$ cat src/rtl/p_sequencer_if.sv
// rtl/p_sequencer_if.sv - start/done handshake and state bus between the mode FSM and p_sequencer
interface p_sequencer_if;
    logic         start_i;
    logic [319:0] state_i;
    logic [3:0]   nb_rounds_i;
    logic [319:0] state_o;
    logic         ready_o;
    logic         busy_o;
    logic         done_o;
    logic [3:0]   round_o;

    // mode FSM side: issues requests, consumes results
    modport master (
        output start_i, state_i, nb_rounds_i,
        input  state_o, ready_o, busy_o, done_o, round_o
    );

    // sequencer side
    modport slave (
        input  start_i, state_i, nb_rounds_i,
        output state_o, ready_o, busy_o, done_o, round_o
    );
endinterface

$ cat src/rtl/p_sequencer.sv
// rtl/p_sequencer.sv - iterative ASCON p round sequencer; define P_SEQ_UNROLL2_EN to chain two rounds per cycle
module p_sequencer #(
    parameter int MAX_ROUNDS = 12
) (
    input  logic           clock_i,
    input  logic           reset_i,
    p_sequencer_if.slave   bus
);

    localparam logic [1:0] S_IDLE = 2'd0;
    localparam logic [1:0] S_LOAD = 2'd1;
    localparam logic [1:0] S_RUN  = 2'd2;
    localparam logic [1:0] S_DONE = 2'd3;

    localparam logic [3:0] MAX_R4 = 4'(MAX_ROUNDS);

    logic [1:0]   r_fsm;
    logic [3:0]   r_k;
    logic [3:0]   r_n;
    logic [319:0] r_st;

    logic [3:0]   w_n_in;
    logic [3:0]   w_round;
    logic [319:0] w_next;
    logic [3:0]   w_k_next;

    function automatic logic [63:0] ror64(input logic [63:0] x, input int n);
        return (x >> n) | (x << (64 - n));
    endfunction

    // one ASCON round: constant addition, 5-bit S-box layer, linear diffusion
    function automatic logic [319:0] ascon_round(input logic [319:0] s, input logic [3:0] r);
        logic [63:0] x0, x1, x2, x3, x4;
        logic [63:0] t0, t1, t2, t3, t4;
        x0 = s[319:256];
        x1 = s[255:192];
        x2 = s[191:128];
        x3 = s[127:64];
        x4 = s[63:0];
        x2 = x2 ^ {56'd0, 4'hf - r, r};
        x0 = x0 ^ x4;
        x4 = x4 ^ x3;
        x2 = x2 ^ x1;
        t0 = ~x0 & x1;
        t1 = ~x1 & x2;
        t2 = ~x2 & x3;
        t3 = ~x3 & x4;
        t4 = ~x4 & x0;
        x0 = x0 ^ t1;
        x1 = x1 ^ t2;
        x2 = x2 ^ t3;
        x3 = x3 ^ t4;
        x4 = x4 ^ t0;
        x1 = x1 ^ x0;
        x0 = x0 ^ x4;
        x3 = x3 ^ x2;
        x2 = ~x2;
        x0 = x0 ^ ror64(x0, 19) ^ ror64(x0, 28);
        x1 = x1 ^ ror64(x1, 61) ^ ror64(x1, 39);
        x2 = x2 ^ ror64(x2, 1)  ^ ror64(x2, 6);
        x3 = x3 ^ ror64(x3, 10) ^ ror64(x3, 17);
        x4 = x4 ^ ror64(x4, 7)  ^ ror64(x4, 41);
        return {x0, x1, x2, x3, x4};
    endfunction

    // Clamp requested rounds; shorter runs use the tail of the schedule so
    // p^6 sees indices 6..11 exactly like the ASCON reference.
    assign w_n_in  = (bus.nb_rounds_i > MAX_R4) ? MAX_R4 : bus.nb_rounds_i;
    assign w_round = MAX_R4 - r_n + r_k;

`ifdef P_SEQ_UNROLL2_EN
    logic [319:0] w_p1;
    logic [319:0] w_p2;
    logic         w_two;

    // Two chained rounds; the second output is dropped when only one round is left.
    assign w_p1     = ascon_round(r_st, w_round);
    assign w_p2     = ascon_round(w_p1, w_round + 4'd1);
    assign w_two    = (r_n - r_k) >= 4'd2;
    assign w_next   = w_two ? w_p2 : w_p1;
    assign w_k_next = r_k + (w_two ? 4'd2 : 4'd1);
`else
    assign w_next   = ascon_round(r_st, w_round);
    assign w_k_next = r_k + 4'd1;
`endif

    // Control FSM, round counter and state register.
    always_ff @(posedge clock_i or posedge reset_i) begin
        if (reset_i) begin
            r_fsm <= S_IDLE;
            r_k   <= 4'd0;
            r_n   <= 4'd0;
            r_st  <= '0;
        end else begin
            case (r_fsm)
                S_IDLE, S_DONE: begin
                    if (bus.start_i) begin
                        r_st  <= bus.state_i;
                        r_n   <= w_n_in;
                        r_k   <= 4'd0;
                        r_fsm <= S_LOAD;
                    end else begin
                        r_fsm <= S_IDLE;
                    end
                end
                S_LOAD: begin
                    r_fsm <= (r_n == 4'd0) ? S_DONE : S_RUN;
                end
                S_RUN: begin
                    r_st <= w_next;
                    r_k  <= w_k_next;
                    if (w_k_next == r_n) begin
                        r_fsm <= S_DONE;
                    end
                end
                default: begin
                    r_fsm <= S_IDLE;
                end
            endcase
        end
    end

    // Outputs decode registered state only; no input reaches them combinationally.
    assign bus.state_o = r_st;
    assign bus.ready_o = (r_fsm == S_IDLE) || (r_fsm == S_DONE);
    assign bus.busy_o  = (r_fsm == S_LOAD) || (r_fsm == S_RUN);
    assign bus.done_o  = (r_fsm == S_DONE);
    assign bus.round_o = (r_fsm == S_RUN) ? w_round : 4'd0;

endmodule

$ cat src/flat_wrapper.sv
// flat-port wrapper written by rule: the top's interface ports become plain ports
module p_sequencer_flat 
#(
    parameter int MAX_ROUNDS = 12
)
  (clock_i, reset_i, bus_start_i, bus_state_i, bus_nb_rounds_i, bus_state_o, bus_ready_o, bus_busy_o, bus_done_o, bus_round_o);
  p_sequencer_if bus_i ();
  input  logic clock_i;
  input  logic reset_i;
  input wire logic [$bits(bus_i.start_i)-1:0] bus_start_i;
  input wire logic [$bits(bus_i.state_i)-1:0] bus_state_i;
  input wire logic [$bits(bus_i.nb_rounds_i)-1:0] bus_nb_rounds_i;
  output wire logic [$bits(bus_i.state_o)-1:0] bus_state_o;
  output wire logic [$bits(bus_i.ready_o)-1:0] bus_ready_o;
  output wire logic [$bits(bus_i.busy_o)-1:0] bus_busy_o;
  output wire logic [$bits(bus_i.done_o)-1:0] bus_done_o;
  output wire logic [$bits(bus_i.round_o)-1:0] bus_round_o;
  assign bus_i.start_i = bus_start_i;
  assign bus_i.state_i = bus_state_i;
  assign bus_i.nb_rounds_i = bus_nb_rounds_i;
  assign bus_state_o = bus_i.state_o;
  assign bus_ready_o = bus_i.ready_o;
  assign bus_busy_o = bus_i.busy_o;
  assign bus_done_o = bus_i.done_o;
  assign bus_round_o = bus_i.round_o;
  p_sequencer #(.MAX_ROUNDS(MAX_ROUNDS)) u_core (.clock_i(clock_i), .reset_i(reset_i), .bus(bus_i));
endmodule
$ cat config.mk
export PLATFORM = sky130hd
export DESIGN_NAME = p_sequencer_flat
export DESIGN_NICKNAME = d
export VERILOG_FILES = /design/src/rtl/p_sequencer_if.sv /design/src/rtl/p_sequencer.sv /design/src/flat_wrapper.sv
export SDC_FILE = /design/constraint.sdc
export NUM_CORES = 2
export LEC_CHECK = 0
export CORE_ASPECT_RATIO = 0.8
export CORE_UTILIZATION = 42
export CTS_BUF_LIST = sky130_fd_sc_hd__clkbuf_4 sky130_fd_sc_hd__clkbuf_8
export DETAILED_ROUTE_END_ITERATION = 12
export PLACE_DENSITY = 0.7
export SETUP_SLACK_MARGIN = 0.02
export SYNTH_ARGS = -nofsm -noshare
export SYNTH_HDL_FRONTEND = slang
export SYNTH_SLANG_ARGS = --single-unit
$ cat constraint.sdc
create_clock -name clock_i -period 12.1 [get_ports clock_i]
set_clock_uncertainty 0.1 [all_clocks]
set_input_delay 1.21 -clock clock_i [delete_from_list [all_inputs] [get_ports clock_i]]
set_output_delay 1.21 -clock clock_i [all_outputs]
set_load 0.03 [all_outputs]
==> impl_metrics.env <==
export IMPL_worstSetupEndpointType="output pin"
export IMPL_mostFrequentLayoutCell="clkdlybuf4s50_1"
export IMPL_insertion_delay_ns=0.70
export IMPL_ant_nets=0
export IMPL_yosysSeqAreaShare=0.262
export IMPL_reg2reg_to="u_core.r_k[0]$_DFFE_PP0P_"
export IMPL_cts_sinks=330
export IMPL_worstMarginPinSlew_ns=1.38
export IMPL_syn_area_um2=31500
export IMPL_cp_depth=5
export IMPL_crit_chain="inv_1 > ha_4 > inv_8 > nor2_1 > clkdlybuf4s50_1"
export IMPL_hold_buffers=0
export IMPL_maxCapViolations=0
export IMPL_die_h_um=247
export IMPL_postCtsSetupBuffers=0
export IMPL_ys_ff_latch=330
export IMPL_worstReg2RegStart="u_core.r_fsm[0]$_DFFE_PP0P_"
export IMPL_max_slew_margin=0.0726
export IMPL_cts_max_path_buffers=3
export IMPL_via_count=27700
export IMPL_critPathLaunch="u_core.r_fsm[0]$_DFFE_PP0P_"
export IMPL_fillers=6715
export IMPL_setup_viol=0
export IMPL_nNetsFinal=4295
export IMPL_crit_buf_inv=3
export IMPL_initial_core_util=0.426
export IMPL_drt_initial_drc_count=3463
export IMPL_drc=0
export IMPL_multi_input_area_um2=22000
export IMPL_routedWlPerCell_um=30.7
export IMPL_fin_setup_tns_ns=0
export IMPL_grt_total_usage=0.388
export IMPL_min_path_type="reg2reg"
export IMPL_cts_max_level=3
export IMPL_grt_start_max_net_pins=203
export IMPL_cp_start_kind="flop"
export IMPL_cpPeakStageDelay_ns=0.75
export IMPL_die_area_um2=76100
export IMPL_r2r_slack_ns=7.87
export IMPL_via_per_inst=5.67
export IMPL_worst_path_dominant_cell_family="buffers and inverters"
export IMPL_final_cell_mix="clkdlybuf4s50_1, xnor2_1, a21oi_1"
export IMPL_root_buffer="clkbuf_8"
export IMPL_max_freq_mhz=207
export IMPL_crit_type="reg2out"
export IMPL_grt_overflow_total=0
export IMPL_slowest_stage="ha_4"
export IMPL_arrival_ns=3.51
export IMPL_core_um2=73900
export IMPL_yosys_cell_types_count=42
export IMPL_outcome="finished, final reports clean"
export IMPL_hold_violations=0
export IMPL_crit_required_ns=10.79
export IMPL_post_cts_resized=0
export IMPL_cts_reportedPaths_clkPinSlew_ns=0.06
export IMPL_antenna_found_initial=5
export IMPL_critPathMaxFanout=163
export IMPL_syn2layout_area_growth_pct=28.4
export IMPL_yosysWarnings=0
export IMPL_cts_tree="done"
export IMPL_grt_pass1_wl_mm=204
export IMPL_slew_viol_final=0
export IMPL_reg2reg_depth=7
export IMPL_firstDrtPassIters=8
export IMPL_synth_nets=3697
export IMPL_ios=654
export IMPL_die_w_um=308
export IMPL_synth_avg_cell_area_um2=9.75
export IMPL_fin_crit_sh=0.398
export IMPL_drt_total_wl_mm=150
export IMPL_grt_setup_unrepaired="no"
export IMPL_regArea_um2=8260
export IMPL_rows=89
export IMPL_postSynthCellCount=3233
export IMPL_grt_pass1_vias=26700
export IMPL_portBuffers=653
export IMPL_critPathCapture="bus_round_o[0]"
export IMPL_drive_above_1_share=0.101
export IMPL_fin_crit_ns=4.82
export IMPL_place_detailed_hpwl_mm=121
export IMPL_cts_made_buffers=66
export IMPL_place_gp_congestion=1.07
-- worst min path at each step --
stage	startpoint	slack (ns)	endpoint	cells past startpoint
6_report	u_core.r_k[1]$_DFFE_PP0P_	0.44	u_core.r_k[1]$_DFFE_PP0P_	2
5_1_grt	u_core.bus.state_o[79]$_DFFE_PP0P_	0.46	u_core.bus.state_o[79]$_DFFE_PP0P_	1
4_1_cts	u_core.r_k[1]$_DFFE_PP0P_	0.43	u_core.r_k[1]$_DFFE_PP0P_	2
3_5_place_dp	u_core.r_k[1]$_DFFE_PP0P_	0.42	u_core.r_k[1]$_DFFE_PP0P_	2
3_3_place_gp	u_core.r_k[1]$_DFFE_PP0P_	0.41	u_core.r_k[1]$_DFFE_PP0P_	2
2_1_floorplan	u_core.r_k[1]$_DFFE_PP0P_	0.39	u_core.r_k[1]$_DFFE_PP0P_	2
-- layer usage --
metal	global-route usage	routed length (um)
met2	0.587	65900
met5	0	13
met3	0.119	17500
met1	0.511	59900
met4	0.168	6970
-- state kept, by name, summed over array words and instances, names as in the netlist --
register	flops
u_core.r_n	4
u_core.r_k	4
u_core.r_fsm	2
u_core.bus.state_o	320
-- through the flow --
stage	cell area, um2	hold slack, ns	std cells	setup slack [ns]	utilization
floorplan	31500	0.391	3233	1.65	-
global placement	39000	0.411	4764	7.88	0.527
detailed placement	39000	0.420	4764	7.81	0.527
CTS	40400	0.432	4882	7.24	0.547
global route	40400	0.464	4882	7.04	0.547
finish	40400	0.436	4888	7.28	0.547
-- tightest hold or removal path: stages (launching register included) --
cell and delay [ns]:
dfrtp_1 0.39, nand2_1 0.06, nand2_1 0.05
-- synthesized netlist by cell type (all sizes together) --
cell	n	share of area
and2	5	0.00099
xor3	5	0.0038
clkbuf	98	0.012
and3	59	0.012
nor3	3	0.00048
xor2	247	0.082
xnor2	542	0.18
o21a	17	0.0041
maj3	52	0.018
a21boi	1	0.00036
a22oi	35	0.0083
buf	44	0.0065
nand3	3	0.00048
or4b	1	0.00032
fa	1	0.00064
mux2i	61	0.020
o22ai	5	0.00099
nand2	317	0.038
mux2	2	0.00071
dfrtp	330	0.26
a21oi	381	0.061
o21ai	242	0.039
a21o	30	0.0071
inv	192	0.023
xnor3	189	0.14
a22o	3	0.00083
nor2	232	0.028
ha	136	0.054
-- area by class of cell --
type,count,area share
inverter,192,0.0182
tap,1001,0.0310
antenna,6,0.000371
multi-input combinational,2569,0.544
clock inverter,16,0.00424
sequential,330,0.204
clock buffer,102,0.0315
timing repair buffer,672,0.167
-- cells by family (layout without fill, tap and decap cells) --
group | Yosys count | in the layout | share of synthesized area
xor+xnor | 983 | 983 | 0.402
compound gates | 714 | 714 | 0.122
simple gates | 620 | 620 | 0.0795
buf+inv | 334 | 982 | 0.0411
flops | 330 | 330 | 0.262
fa+ha+maj | 189 | 189 | 0.0726
mux | 63 | 63 | 0.0206
other cells | 0 | 6 | 0
Power is not shown: default switching activity piles up to over one toggle a cycle in this logic, so the estimate is an artifact.
